===== config.mk =====
export PLATFORM = sky130hd
export DESIGN_NAME = sync_fifo_prog
export DESIGN_NICKNAME = d
export VERILOG_FILES = /design/src/rtl/sync_fifo_prog.sv
export SDC_FILE = /design/constraint.sdc
export NUM_CORES = 1
export LEC_CHECK = 0
export ABC_AREA = 1
export CAP_MARGIN = 20
export CORE_AREA = 3 3 113 115
export CTS_CLUSTER_DIAMETER = 60
export DETAILED_ROUTE_END_ITERATION = 8
export DIE_AREA = 0 0 116 118
export MAX_ROUTING_LAYER = met4
export PLACE_DENSITY = 0.72
export SETUP_SLACK_MARGIN = 0.15
export SYNTH_ARGS = -nofsm -noshare
export SYNTH_HDL_FRONTEND = slang
export SYNTH_SLANG_ARGS = --single-unit

===== constraint.sdc =====
create_clock -name clk -period 2.5 [get_ports clk]
set_input_delay 0.5 -clock clk [delete_from_list [all_inputs] [get_ports clk]]
set_output_delay 0.5 -clock clk [all_outputs]
set_load 0.03 [all_outputs]

===== src/rtl/sync_fifo_prog.sv =====
// Synchronous FIFO with any depth, live thresholds, occupancy and flush.
// Optional sticky error flags when SYNC_FIFO_STICKY_ERR_EN is defined.
module sync_fifo_prog #(
  parameter int FIFO_WIDTH = 16,
  parameter int FIFO_DEPTH = 8,
  localparam int CW = $clog2(FIFO_DEPTH + 1)
) (
  input  logic                  clk,
  input  logic                  rst_n,
  input  logic                  flush,
  input  logic                  wr_en,
  input  logic [FIFO_WIDTH-1:0] data_in,
  input  logic                  rd_en,
  output logic [FIFO_WIDTH-1:0] data_out,
  input  logic [CW-1:0]         af_thresh,
  input  logic [CW-1:0]         ae_thresh,
  output logic [CW-1:0]         count,
  output logic                  full,
  output logic                  empty,
  output logic                  almostfull,
  output logic                  almostempty,
  output logic                  wr_ack,
  output logic                  overflow,
  output logic                  underflow
`ifdef SYNC_FIFO_STICKY_ERR_EN
  ,
  input  logic                  err_clr,
  output logic                  ovf_sticky,
  output logic                  udf_sticky
`endif
);

  localparam int PW = (FIFO_DEPTH > 1) ? $clog2(FIFO_DEPTH) : 1;

  logic [FIFO_WIDTH-1:0] mem_q [FIFO_DEPTH];
  logic [PW-1:0]         wr_ptr_q, wr_ptr_d;
  logic [PW-1:0]         rd_ptr_q, rd_ptr_d;
  logic [CW-1:0]         count_q, count_d;
  logic [FIFO_WIDTH-1:0] dout_q, dout_d;
  logic                  wr_ack_q, wr_ack_d;
  logic                  ovf_q, ovf_d;
  logic                  udf_q, udf_d;
  logic                  wr_go, rd_go;

  // Explicit wrap so non-power-of-two depths work.
  function automatic logic [PW-1:0] ptr_inc(input logic [PW-1:0] p);
    return (p == PW'(FIFO_DEPTH - 1)) ? '0 : p + PW'(1);
  endfunction

  assign full        = (count_q == CW'(FIFO_DEPTH));
  assign empty       = (count_q == '0);
  assign almostfull  = !full && (count_q >= af_thresh);
  assign almostempty = !empty && (count_q <= ae_thresh);

  always_comb begin
    wr_go    = wr_en && !full && !flush;
    rd_go    = rd_en && !empty && !flush;
    wr_ptr_d = wr_ptr_q;
    rd_ptr_d = rd_ptr_q;
    count_d  = count_q;
    dout_d   = dout_q;
    wr_ack_d = wr_go;
    ovf_d    = wr_en && full && !flush;
    udf_d    = rd_en && empty && !flush;
    if (flush) begin
      wr_ptr_d = '0;
      rd_ptr_d = '0;
      count_d  = '0;
    end else begin
      if (wr_go) wr_ptr_d = ptr_inc(wr_ptr_q);
      if (rd_go) begin
        rd_ptr_d = ptr_inc(rd_ptr_q);
        dout_d   = mem_q[rd_ptr_q];
      end
      unique case ({wr_go, rd_go})
        2'b10:   count_d = count_q + CW'(1);
        2'b01:   count_d = count_q - CW'(1);
        default: count_d = count_q;
      endcase
    end
  end

  always_ff @(posedge clk) begin
    if (wr_go) mem_q[wr_ptr_q] <= data_in;
  end

  always_ff @(posedge clk or negedge rst_n) begin
    if (!rst_n) begin
      wr_ptr_q <= '0;
      rd_ptr_q <= '0;
      count_q  <= '0;
      dout_q   <= '0;
      wr_ack_q <= 1'b0;
      ovf_q    <= 1'b0;
      udf_q    <= 1'b0;
    end else begin
      wr_ptr_q <= wr_ptr_d;
      rd_ptr_q <= rd_ptr_d;
      count_q  <= count_d;
      dout_q   <= dout_d;
      wr_ack_q <= wr_ack_d;
      ovf_q    <= ovf_d;
      udf_q    <= udf_d;
    end
  end

  assign count     = count_q;
  assign data_out  = dout_q;
  assign wr_ack    = wr_ack_q;
  assign overflow  = ovf_q;
  assign underflow = udf_q;

`ifdef SYNC_FIFO_STICKY_ERR_EN
  logic ovf_s_q, ovf_s_d;
  logic udf_s_q, udf_s_d;

  // Set dominates a coincident clear.
  always_comb begin
    ovf_s_d = ovf_d || (ovf_s_q && !err_clr);
    udf_s_d = udf_d || (udf_s_q && !err_clr);
  end

  always_ff @(posedge clk or negedge rst_n) begin
    if (!rst_n) begin
      ovf_s_q <= 1'b0;
      udf_s_q <= 1'b0;
    end else begin
      ovf_s_q <= ovf_s_d;
      udf_s_q <= udf_s_d;
    end
  end

  assign ovf_sticky = ovf_s_q;
  assign udf_sticky = udf_s_q;
`endif

endmodule

== Word-level counts from Yosys, hierarchy flattened ==
Memory sizes are Yosys's and may differ from the RTL's. A register that Yosys moved wholly into a read port is not among the register bits.
Index checks and enable logic that the tools add are counted.
Word-level totals
  bits in registers: 13
  bits in read-only memories: 0
  output and inout port bits: 27
  word-level logic and storage cells: 48
  memories kept: 1
  input port bits: 29
  latch bits: 0
  bits in writable memories: 128
Memory list
  mem_q: depth 8, width 16, read ports 1, clocked after Yosys merged registers in 1, write ports 1, line 35  | logic [FIFO_WIDTH-1:0] mem_q [FIFO_DEPTH];
Operators by class
  multiplexer cells: 10
  add/sub/neg operators: 4
  div/mod/pow operators: 0
  $lt $le $gt $ge: 2
  reductions and logical operators: 19
  equal/unequal tests: 5
  multiply operators: 0
  shift operators: 0
  bitwise gates (word level): 1
Operators with widths (count)
  two-way mux 3 bit: 6
  logical AND 1 bit: 10
  case mux 4 bit (2 select lines): 1
  adder 3 x 1 -> 3 bit, second input constant: 2
  == test 3 bit, second input constant: 2
  adder 4 x 1 -> 4 bit, second input constant: 1
  == test 4 bit, second input constant: 1
  >= comparator 4 bit: 1
  <= comparator 4 bit: 1
  zero test 1 bit: 4
  zero test 4 bit: 1
  two-way mux 4 bit: 1
  nonzero test 2 bit: 2
  subtractor 4 x 1 -> 4 bit, second input constant: 1
  nonzero test 3 bit: 1
  == test 2 x 1 -> 1 bit, second input constant: 1
  == test 2 bit, second input constant: 1
  two-way mux 1 bit: 2
  AND reduction 2 bit: 1
  NOT 1 bit: 1

== Logic depth before layout (Yosys ltp) ==
Gate-level depths: netlist of the first run.
  depth in word-level cells: 7
  gate-level depth with buffers: 14
  gate-level depth less buffers: 14

== Worst setup path before layout of the first run ==
Ideal clock, no wire load.
  path type: register to register
  start: register count_q[1], in the netlist count[1]
  end: memory mem_q[0][0] (enable)
  arrival time: 1814 ps
  data required time: 2112 ps
  buffers on the path: 0
  setup time: 388 ps
  cell stages (with the launch flop): 7
  period minus slack after synthesis: 2202 ps
  slack: 298 ps
  cell sequence: dfrtp_1 > nor2_2 > nand2_2 > nand2_4 > inv_2 > nand2_1 > nor2_1
On the way
  longest elaborated chain between the ends: 6
Ends and longest elaborated chain
  start, declared: line 38  | logic [CW-1:0] count_q, count_d;
  start signal, assigned: line 99  | count_q <= count_d;
  == test 4 bit: line 50  | assign full = (count_q == CW'(FIFO_DEPTH));
  zero test 1 bit: line 56  | wr_go = wr_en && !full && !flush;
  logical AND 1 bit (2 in a row): line 56
  via wr_ack_d: line 40  | logic wr_ack_q, wr_ack_d;
  two-way mux 1 bit: line 84  | if (wr_go) mem_q[wr_ptr_q] <= data_in;
  two-way mux 1 bit (not written as such): line 84
  end, declared: line 35
The timed path passes the listed nets, and every way through them passes these cells.

== Worst setup path after layout of the first run ==
  start: input af_thresh[2]
  end: output almostfull
On the way
  longest elaborated chain between the ends: 2
Ends and longest elaborated chain
  start, declared: line 15  | input logic [CW-1:0] af_thresh,
  >= comparator 4 bit: line 52  | assign almostfull = !full && (count_q >= af_thresh);
  logical AND 1 bit: line 52
  end, declared: line 20  | output logic almostfull,
No other way between the ends.

==> results.toml, run 1 <==
[logic_synthesis]
netlist_instances = 530
ys_types = 29
synth_fa_ha_area_frac = 0.0272
synth_xor_area_frac = 0
syn-cell-area_mm2 = 0.00644
synth_warnings = 0
synthSimpleGateAreaFrac = 0.101
synth_compound_area_frac = 0.124
synth.mux.area_fraction = 0
ys_seq_elements = 157
synth_top_family_by_area = "compound AO/OA/AOI/OAI gates"
syn_area_per_cell_um2 = 12.2
ys_seq_area_frac = 0.710
synth_nets = 573

[timing]
finalSetupViolCount = 0
fin_crit_sh = 0.954
hold_viol = 0
slew_violations = 0
fin_crit_ps = 2390
slew_headroom = 0.551
finalClockSkew_ps = 10.3
max_freq_mhz = 419
setup-tns-final_ps = 0
worst_pin_slew_ps = 674
rsz0062_at_grt = "yes"

[cells_and_area]
area_growth_pct = 22.3
diodes = 0
regArea_mm2 = 0.00457
multi_input_area_mm2 = 0.00167
drive_gt1_frac = 0.129
fin_nets = 649
fillCellCount = 862

[routing]
drt_pass1_iterations = 5
wl_per_cell_um = 18.5
drt_wl_total_mm = 14.2
drc = 0
via_per_inst = 5.72
drtAntennaViolNets = 0
drtIter0Drc = 311
vias = 4380

[pwr]
leakage_uw = 0.00297
total_power_uw = 8410
pwr-share-clk = 0.304
vdd_drop_max_mv = 0.793
combPwrFrac = 0.313
switching_share = 0.329
pwr-share-seq = 0.383
switching_power_uw = 2770
p_int_uw = 5640
power.density_mw_per_mm2 = 1070

[clock_tree]
clkLatencyLatePin_ps = 420
cts_buffer_depth = 2
hold_buffers = 0
cts_tree = "built"
cts_setup_buffers = 0
clock-sinks = 157
cts.clk_slew.worst_paths_ps = 60
cts-buffers-inserted = 17
root_buffer = "clkbuf_16"
htree_levels = 4

[setup_path]
critPathLaunchType = "primary input"
cp_slowest_stage_delay_ps = 460
critical_path.top_delay_family = "buffers and inverters"
cp.arrival_ps = 1890
path_buf_inv = 4
end_kind = "output pin"
cp_max_fo = 1
crit_chain = "clkdlybuf4s50_1, inv_1, ha_1, o21a_1, o21a_1, o21ai_1, inv_1, buf_6"
critPathKind = "in -> out"
cp_slowest_cell = "clkdlybuf4s50_1"
cp_data_required_time_ps = 2000

[grt]
grt_max_degree = 67
grt-ovfl-total = 0
grt_antenna_before_repair = 0
grt_pass1_wl_mm = 22.2
grtUsageTotal = 0.223
first_global_vias = 4401

[floorplan]
die-area_mm2 = 0.0137
die_w_um = 116
io_pins = 56
coreArea_mm2 = 0.0119
start_util = 0.541
die_y_um = 118
rows = 40

[placement]
gp_routability_congestion = 0.778
dp_hpwl_mm = 8.20
portBuffers = 55

[hold_path]
hp-class = "reg -> reg"

[flow_run]
drv_cap = 0

[run_status]
status = "finished, final reports clean"
-- routing by layer --
metal,GRT usage,routed length [um],up-vias
met3,0.0473,885,16
met2,0.356,7350,153
li1,-,-,2043
met1,0.279,5770,2168
met5,-,0,-
met4,0.0841,180,0
-- metrics by stage --
step	hold slack, ps	setup slack [ps]	std cells	area, um2	utilization
2_1_floorplan	204	298	530	6440	-
3_3_place_gp	472	-472	734	7250	0.609
3_5_place_dp	478	-498	734	7250	0.609
4_1_cts	493	-31.4	766	7840	0.658
5_1_grt	518	-3.10	766	7880	0.661
6_report	486	114	766	7880	0.661
-- kinds of logic (layout without fill, tap and decap cells) --
kind of cell | Yosys count | count (layout)
AO/OA/AOI/OAI | 147 | 147
adder cells (fa/ha/maj) | 14 | 14
buffers and inverters | 55 | 144
AND/OR/NAND/NOR | 157 | 157
flip-flops | 157 | 157
-- layout by cell type (no fill, tap or decap), drive strengths merged --
| cell type | instances |
|---|---|
| nor3 | 1 |
| bufinv | 3 |
| dfrtp | 29 |
| nor2 | 97 |
| clkbuf | 26 |
| nand3 | 6 |
| nand4 | 1 |
| nand2 | 51 |
| o22ai | 32 |
| buf | 29 |
| o21ai | 106 |
| a21oi | 5 |
| dlymetal6s2s | 2 |
| inv | 29 |
| a21boi | 1 |
| a22o | 1 |
| o21a | 2 |
| clkinvlp | 1 |
| clkinv | 5 |
| nand3b | 1 |
| edfxtp | 128 |
| ha | 14 |
| clkdlybuf4s50 | 49 |
-- power groups by stage --
stage | clock (uW) | combinational (uW) | sequential [uW]
final | 2550 | 2640 | 3220
after detailed placement | 0 | 2600 | 3260
after global routing | 2690 | 2900 | 3250
after floorplan | 0 | 1400 | 3580
after global placement | 0 | 2530 | 3260
after CTS | 2580 | 2610 | 3220
-- sequential cells by signal (all words and copies together), names as in the netlist --
register,cells
count,4
data_out,16
underflow,1
wr_ack,1
overflow,1
mem_q,128
rd_ptr_q,3
wr_ptr_q,3
-- layout make-up --
class | count | area share
timing repair buffer | 82 | 0.0964
sequential | 157 | 0.580
multi-input combinational | 318 | 0.212
clock buffer | 24 | 0.0599
inverter | 30 | 0.0143
clock inverter | 8 | 0.0146
tap | 147 | 0.0233
-- synthesized netlist by cell type (all sizes together) --
library cell,count,share of area
nand3,6,0.0054
nand4,1,0.00097
dfrtp,29,0.11
nand3b,1,0.0012
edfxtp,128,0.60
clkinv,1,0.00058
nand2,51,0.034
a22o,1,0.0014
nor2,97,0.058
a21boi,1,0.0012
a21oi,5,0.0056
o22ai,32,0.031
ha,14,0.027
nor3,1,0.00078
buf,11,0.013
inv,29,0.017
o21a,2,0.0023
o21ai,106,0.082
clkbuf,14,0.0082
-- tightest hold or removal path, delay by kind of cell (launching register included) --
| kind | cells | cell delay [ps] |
|---|---|---|
| flops | 1 | 340 |
| compound gates | 1 | 60 |
| simple gates | 1 | 50 |
-- path summary, 6_finish.rpt --
| kind | end | cells past startpoint | from | slack [ps] |
|---|---|---|---|---|
| max | almostfull | 8 | af_thresh[2] | 110 |
| min | data_out[2] | 2 | data_out[2] | 490 |
| max reg2reg | count[3] | 13 | count[0] | 540 |
| min reg2reg | data_out[2] | 2 | data_out[2] | 490 |
| max in group asynchronous | data_out[13] | 2 | rst_n | 1690 |
| min in group asynchronous | count[0] | 2 | rst_n | 500 |
-- timing repair --
item	CTS	global route
endpoints found under the hold margin	0	0
resized for setup	10	14
pin swaps	0	8
gates cloned	0	0
setup endpoints to repair	3	4
Power figures use the tool's default switching activity.
==> run 2, diff against run 1 <==
--- a/config.mk
+++ b/config.mk
@@ -5,14 +5,14 @@
 export SDC_FILE = /design/constraint.sdc
 export NUM_CORES = 1
 export LEC_CHECK = 0
-export ABC_AREA = 1
 export CAP_MARGIN = 20
-export CORE_AREA = 3 3 113 115
+export CORE_AREA = 3 3 112 114
 export CTS_CLUSTER_DIAMETER = 60
 export DETAILED_ROUTE_END_ITERATION = 8
-export DIE_AREA = 0 0 116 118
+export DIE_AREA = 0 0 115 117
+export DONT_BUFFER_PORTS = 1
 export MAX_ROUTING_LAYER = met4
-export PLACE_DENSITY = 0.72
+export PLACE_DENSITY = 0.66
 export SETUP_SLACK_MARGIN = 0.15
 export SYNTH_ARGS = -nofsm -noshare
 export SYNTH_HDL_FRONTEND = slang
==> results.toml, run 2 <==
[hold_path]
hold_end = "rd_ptr_q[0]"
hp-class = "in -> reg"
holdPathStages = 1
worstHoldStart = "flush"

[pwr]
pwr-share-seq = 0.462
power.density_mw_per_mm2 = 1020
p_int_uw = 5190
combPwrFrac = 0.216
vdd_drop_max_mv = 0.603
switching_share = 0.313
switching_power_uw = 2370
pwr-share-clk = 0.322
leakage_uw = 0.00254

[logic_synthesis]
syn-cell-area_mm2 = 0.00637
syn_area_per_cell_um2 = 17.9
synth_top_family_by_area = "multiplexers"
ys_seq_elements = 157
synth_area_leaders = "edfxtp_1 60%, dfrtp_1 11%, mux4_2 11%"
synth_top_area_frac = 0.603
synthSimpleGateAreaFrac = 0.0509
synth-edff-count = 128
yosys.area.top_type = "edfxtp_1"
netlist_instances = 356
ys.flop_type = "edfxtp_1"
synth_warnings = 0
synth_compound_area_frac = 0.0377
synth.mux.area_fraction = 0.138
netlist_top_cells_count = "128 x edfxtp_1, 32 x mux4_2, 29 x dfrtp_1"
synth_fa_ha_area_frac = 0.0275
ys_types = 40
synth-async-reset-ratio = 0.185
yosysMostFrequentCell = "edfxtp_1"
synth_nets = 399
ys_seq_area_frac = 0.717
synth_xor_area_frac = 0.00707

[cells_and_area]
drive_gt1_frac = 0.318
regArea_mm2 = 0.00457
layout_commonest_cell = "edfxtp_1"
fillCellCount = 795
final_cell_mix = "128 x edfxtp_1, 32 x mux4_2, 25 x a21oi_1, 25 x dfrtp_1, 24 x buf_4"
largest_register_ffs = 128
multi_input_area_mm2 = 0.00183
diodes = 0
area_growth_pct = 16.7
finish.utilization = 0.646
top_register = "mem_q"
final_cells = 542
fin_nets = 429

[setup_path]
regToRegSetupSlack_ps = 200
r2r_cells = 8
end_kind = "output pin"
critPathLaunchType = "flip-flop"
critPathKind = "reg -> out"
cp_data_required_time_ps = 2000
r2r_end = "count[3]"
cp_max_fo = 3
reg2reg_from = "count[1]"
cp.arrival_ps = 1970

[timing]
fin_crit_sh = 0.987
worst_pin_slew_ps = 931
hold_viol = 0
fin_crit_ps = 2470
slew_headroom = 0.378
max_freq_mhz = 405
layout_setup_ws_ps = 33.6
slew_violations = 0
hold_ws_ps = 134
rsz0062_at_grt = "yes"
finalClockSkew_ps = 7.18
finalSetupViolCount = 0
setup-tns-final_ps = 0

[routing]
drc = 0
drtIter0Drc = 199
via_per_inst = 5.91
vias = 3205
drt_pass1_iterations = 4
drtAntennaViolNets = 0
wl_per_cell_um = 21.7
drt_wl_total_mm = 11.7

[clock_tree]
cts.clk_slew.worst_paths_ps = 60
root_buffer = "clkbuf_16"
cts-buffers-inserted = 17
cts_tree = "built"
clock-sinks = 157
htree_levels = 4
cts_buffer_depth = 2
clkLatencyLatePin_ps = 420

[placement]
dp_slack_ps = 249
dp_hpwl_mm = 6.92
post-place-cells = 503
gp_routability_congestion = 0.751
portBuffers = 0

[floorplan]
io_pins = 56
coreArea_mm2 = 0.0115
start_util = 0.553
rows = 39
die_y_um = 117
die-area_mm2 = 0.0135
die_w_um = 115

[grt]
grtUsageTotal = 0.196
first_global_vias = 3266
grt_max_degree = 36
grt_antenna_before_repair = 0
grt-ovfl-total = 0
grt_pass1_wl_mm = 18.3

[run_status]
status = "finished, final reports clean"

[flow_run]
drv_cap = 0
run 2: cell types whose count changed after synthesis, sizes merged, moves of 16 or more:
cell	change
nor2	-69
inv	-19
o21ai	-103
o22ai	-32
mux2i	+16
a21oi	+21
mux4	+32
nand2	-39
run 2: through the flow:
stage	cell area [um2]	total power, uW
after global placement	6720	5000
after global routing	7440	7910
final	7440	7560
after floorplan	6460	4690
after detailed placement	6720	5040
after CTS	7360	7540
run 2: worst max path at each step:
stage | slack (ps) | endpoint | from
2_1_floorplan | 90 | mem_q[6][0] | count[1]
6_report | 30 | almostempty | count[1]
5_1_grt | -70 | almostempty | count[1]
3_5_place_dp | 250 | almostempty | count[1]
4_1_cts | -5 | almostempty | count[1]
3_3_place_gp | 270 | count[3] | count[0]
run 2: final cells by class:
| class | count | area share |
|---|---|---|
| well taps | 143 | 0.0241 |
| multi-input cells | 171 | 0.246 |
| repair buffers | 28 | 0.0325 |
| flip-flops and latches | 157 | 0.615 |
| clock buffers | 17 | 0.0572 |
| inverters | 11 | 0.00656 |
| clock inverters | 15 | 0.0188 |
run 2: worst max-delay path, stage by stage, from the launching register on:
cell      delay, ps
dfrtp_2         410
buf_6           150
ha_4            210
nor2b_1         120
o21a_1          170
o21ai_1         130
nand2b_1         70
a21oi_1         120
buf_4           170
run 2: metal layers:
layer,GRT usage,wire [um]
met1,0.251,5180
met2,0.302,5830
met3,0.0612,593
met4,0.0681,140
met5,-,0
run 2: power by group through the flow:
stage               clock network, uW  logic [uW]  registers (uW)
finish                           2430        1630            3500
CTS                              2470        1570            3500
floorplan                           0        1100            3590
global route                     2590        1800            3530
global placement                    0        1430            3570
detailed placement                  0        1460            3580
run 2: logic make-up (layout without fill, tap and decap cells):
family	count (synthesis)	count (layout)
mux	48	48
simple gates	67	67
buf+inv	28	71
xor+xnor	3	3
compound gates	39	39
flops	157	157
fa+ha+maj	14	14
run 2: what timing repair did:
action / in CTS / in global routing
resized for setup: 6 / 9
hold endpoints to repair: 29 / 0
setup buffers: 2 / 3
hold buffers: 2 / 0
pin swaps: 3 / 8
endpoints found under the setup margin: 2 / 3
==> run 3, diff against run 2 <==
--- a/config.mk
+++ b/config.mk
@@ -13,6 +13,7 @@
 export DONT_BUFFER_PORTS = 1
 export MAX_ROUTING_LAYER = met4
 export PLACE_DENSITY = 0.66
+export REMOVE_ABC_BUFFERS = 1
 export SETUP_SLACK_MARGIN = 0.15
 export SYNTH_ARGS = -nofsm -noshare
 export SYNTH_HDL_FRONTEND = slang
==> results.toml, run 3 (synthesis results as in run 2) <==
[placement]
placed_area_mm2 = 0.00673
dp_hpwl_mm = 7.24
gp_routability_congestion = 0.843
portBuffers = 0

[routing]
via_per_inst = 5.79
drt_wl_total_mm = 11.8
drt_pass1_iterations = 4
drtAntennaViolNets = 0
drc = 0
drtIter0Drc = 208
wl_per_cell_um = 21.5
vias = 3186

[setup_path]
critPathKind = "reg -> out"
regToRegSetupSlack_ps = 330
r2r_end = "mem_q[1][2]"
cp.arrival_ps = 1920
reg2reg_from = "count[0]"
r2r_cells = 9
end_kind = "output pin"
cp_max_fo = 4
critPathLaunchType = "flip-flop"
cp_data_required_time_ps = 2000

[hold_path]
worstHoldStart = "flush"
hp-class = "in -> reg"
hold_end = "rd_ptr_q[2]"
holdPathStages = 1

[timing]
fin_crit_ps = 2420
slew_headroom = 0.399
finalClockSkew_ps = 5.90
worst_pin_slew_ps = 899
finalSetupViolCount = 0
hold_viol = 0
setup-tns-final_ps = 0
fin_crit_sh = 0.969
rsz0062_at_grt = "yes"
max_freq_mhz = 413
slew_violations = 0
hold_ws_ps = 142

[run_status]
status = "finished, final reports clean"

[floorplan]
start_util = 0.553
die-area_mm2 = 0.0135
die_w_um = 115
rows = 39
die_y_um = 117
io_pins = 56
coreArea_mm2 = 0.0115

[grt]
grtUsageMet3 = 0.0540
busiest_layer = "met2"
first_global_vias = 3373
grt_use_met2 = 0.309
grt_antenna_before_repair = 0
grt_max_degree = 36
grtUsageTotal = 0.197
grt-ovfl-total = 0
grt_pass1_wl_mm = 18.5
grt_util_met1 = 0.251

[cells_and_area]
fillCellCount = 794
diodes = 0
final_cell_mix = "128 x edfxtp_1, 32 x mux4_2, 28 x buf_4"
top_register = "mem_q"
multi_input_area_mm2 = 0.00179
area_growth_pct = 16.5
finish.utilization = 0.645
largest_register_ffs = 128
regArea_mm2 = 0.00457
fin_nets = 437
fin_area_mm2 = 0.00742
layout_commonest_cell = "edfxtp_1"
drive_gt1_frac = 0.305

[clock_tree]
cts.clk_slew.worst_paths_ps = 60
clock-sinks = 157
htree_levels = 4
cts_buffer_depth = 2
clkLatencyLatePin_ps = 410
cts-buffers-inserted = 17
root_buffer = "clkbuf_16"
cts_tree = "built"

[flow_run]
drv_cap = 0

[pwr]
power.density_mw_per_mm2 = 996
leakage_uw = 0.00256
vdd_drop_max_mv = 0.505
total_power_uw = 7390
-- run 3: worst max-delay path by stage --
stage	from	end
final	count[0]	almostfull
after global routing	count[0]	almostfull
after CTS	count[0]	almostfull
after detailed placement	count[0]	count[3]
after global placement	count[0]	count[3]
after floorplan	count[1]	mem_q[0][0]
-- run 3: metrics by stage --
step	worst slack, ps	instances
after floorplan	-930	339
after global placement	215	511
after detailed placement	163	511
after CTS	63.8	550
after global routing	-2.32	550
final	78.3	550
-- run 3: critical path, stage by stage (launching register included) --
cell      delay, ps
dfrtp_2         430
inv_2            80
ha_4            200
nand2b_4        130
a21o_1          150
a21o_1          180
a21oi_2         130
nor2_1           50
buf_4           160
-- run 3: cell type report --
type	instances	area share
flip-flops and latches	157	0.616
multi-input cells	171	0.241
clock buffers	19	0.0583
repair buffers	36	0.0438
well taps	143	0.0241
clock inverters	13	0.0105
inverters	11	0.00624
-- run 3: where the power goes --
group	switching (uW)	internal (uW)	leakage, uW
Sequential	427	3070	0.00150
Clock	961	1250	0.000247
Combinational	886	797	0.000817
-- run 3: repair_timing --
action,4_1_cts,5_1_grt
endpoints found under the setup margin,2,62
pin swaps,3,7
hold buffers,2,0
gates resized for setup,12,10
hold endpoints to repair,29,0
buffers inserted,5,0
-- run 3: layer usage --
| metal | wire, um | part of all wire | vias to the layer above |
|---|---|---|---|
| met4 | 74 | 0.0063 | 0 |
| met2 | 6090 | 0.51 | 70 |
| met1 | 5180 | 0.44 | 1646 |
| li1 | - | - | 1465 |
| met5 | 0 | 0 | - |
| met3 | 499 | 0.042 | 5 |
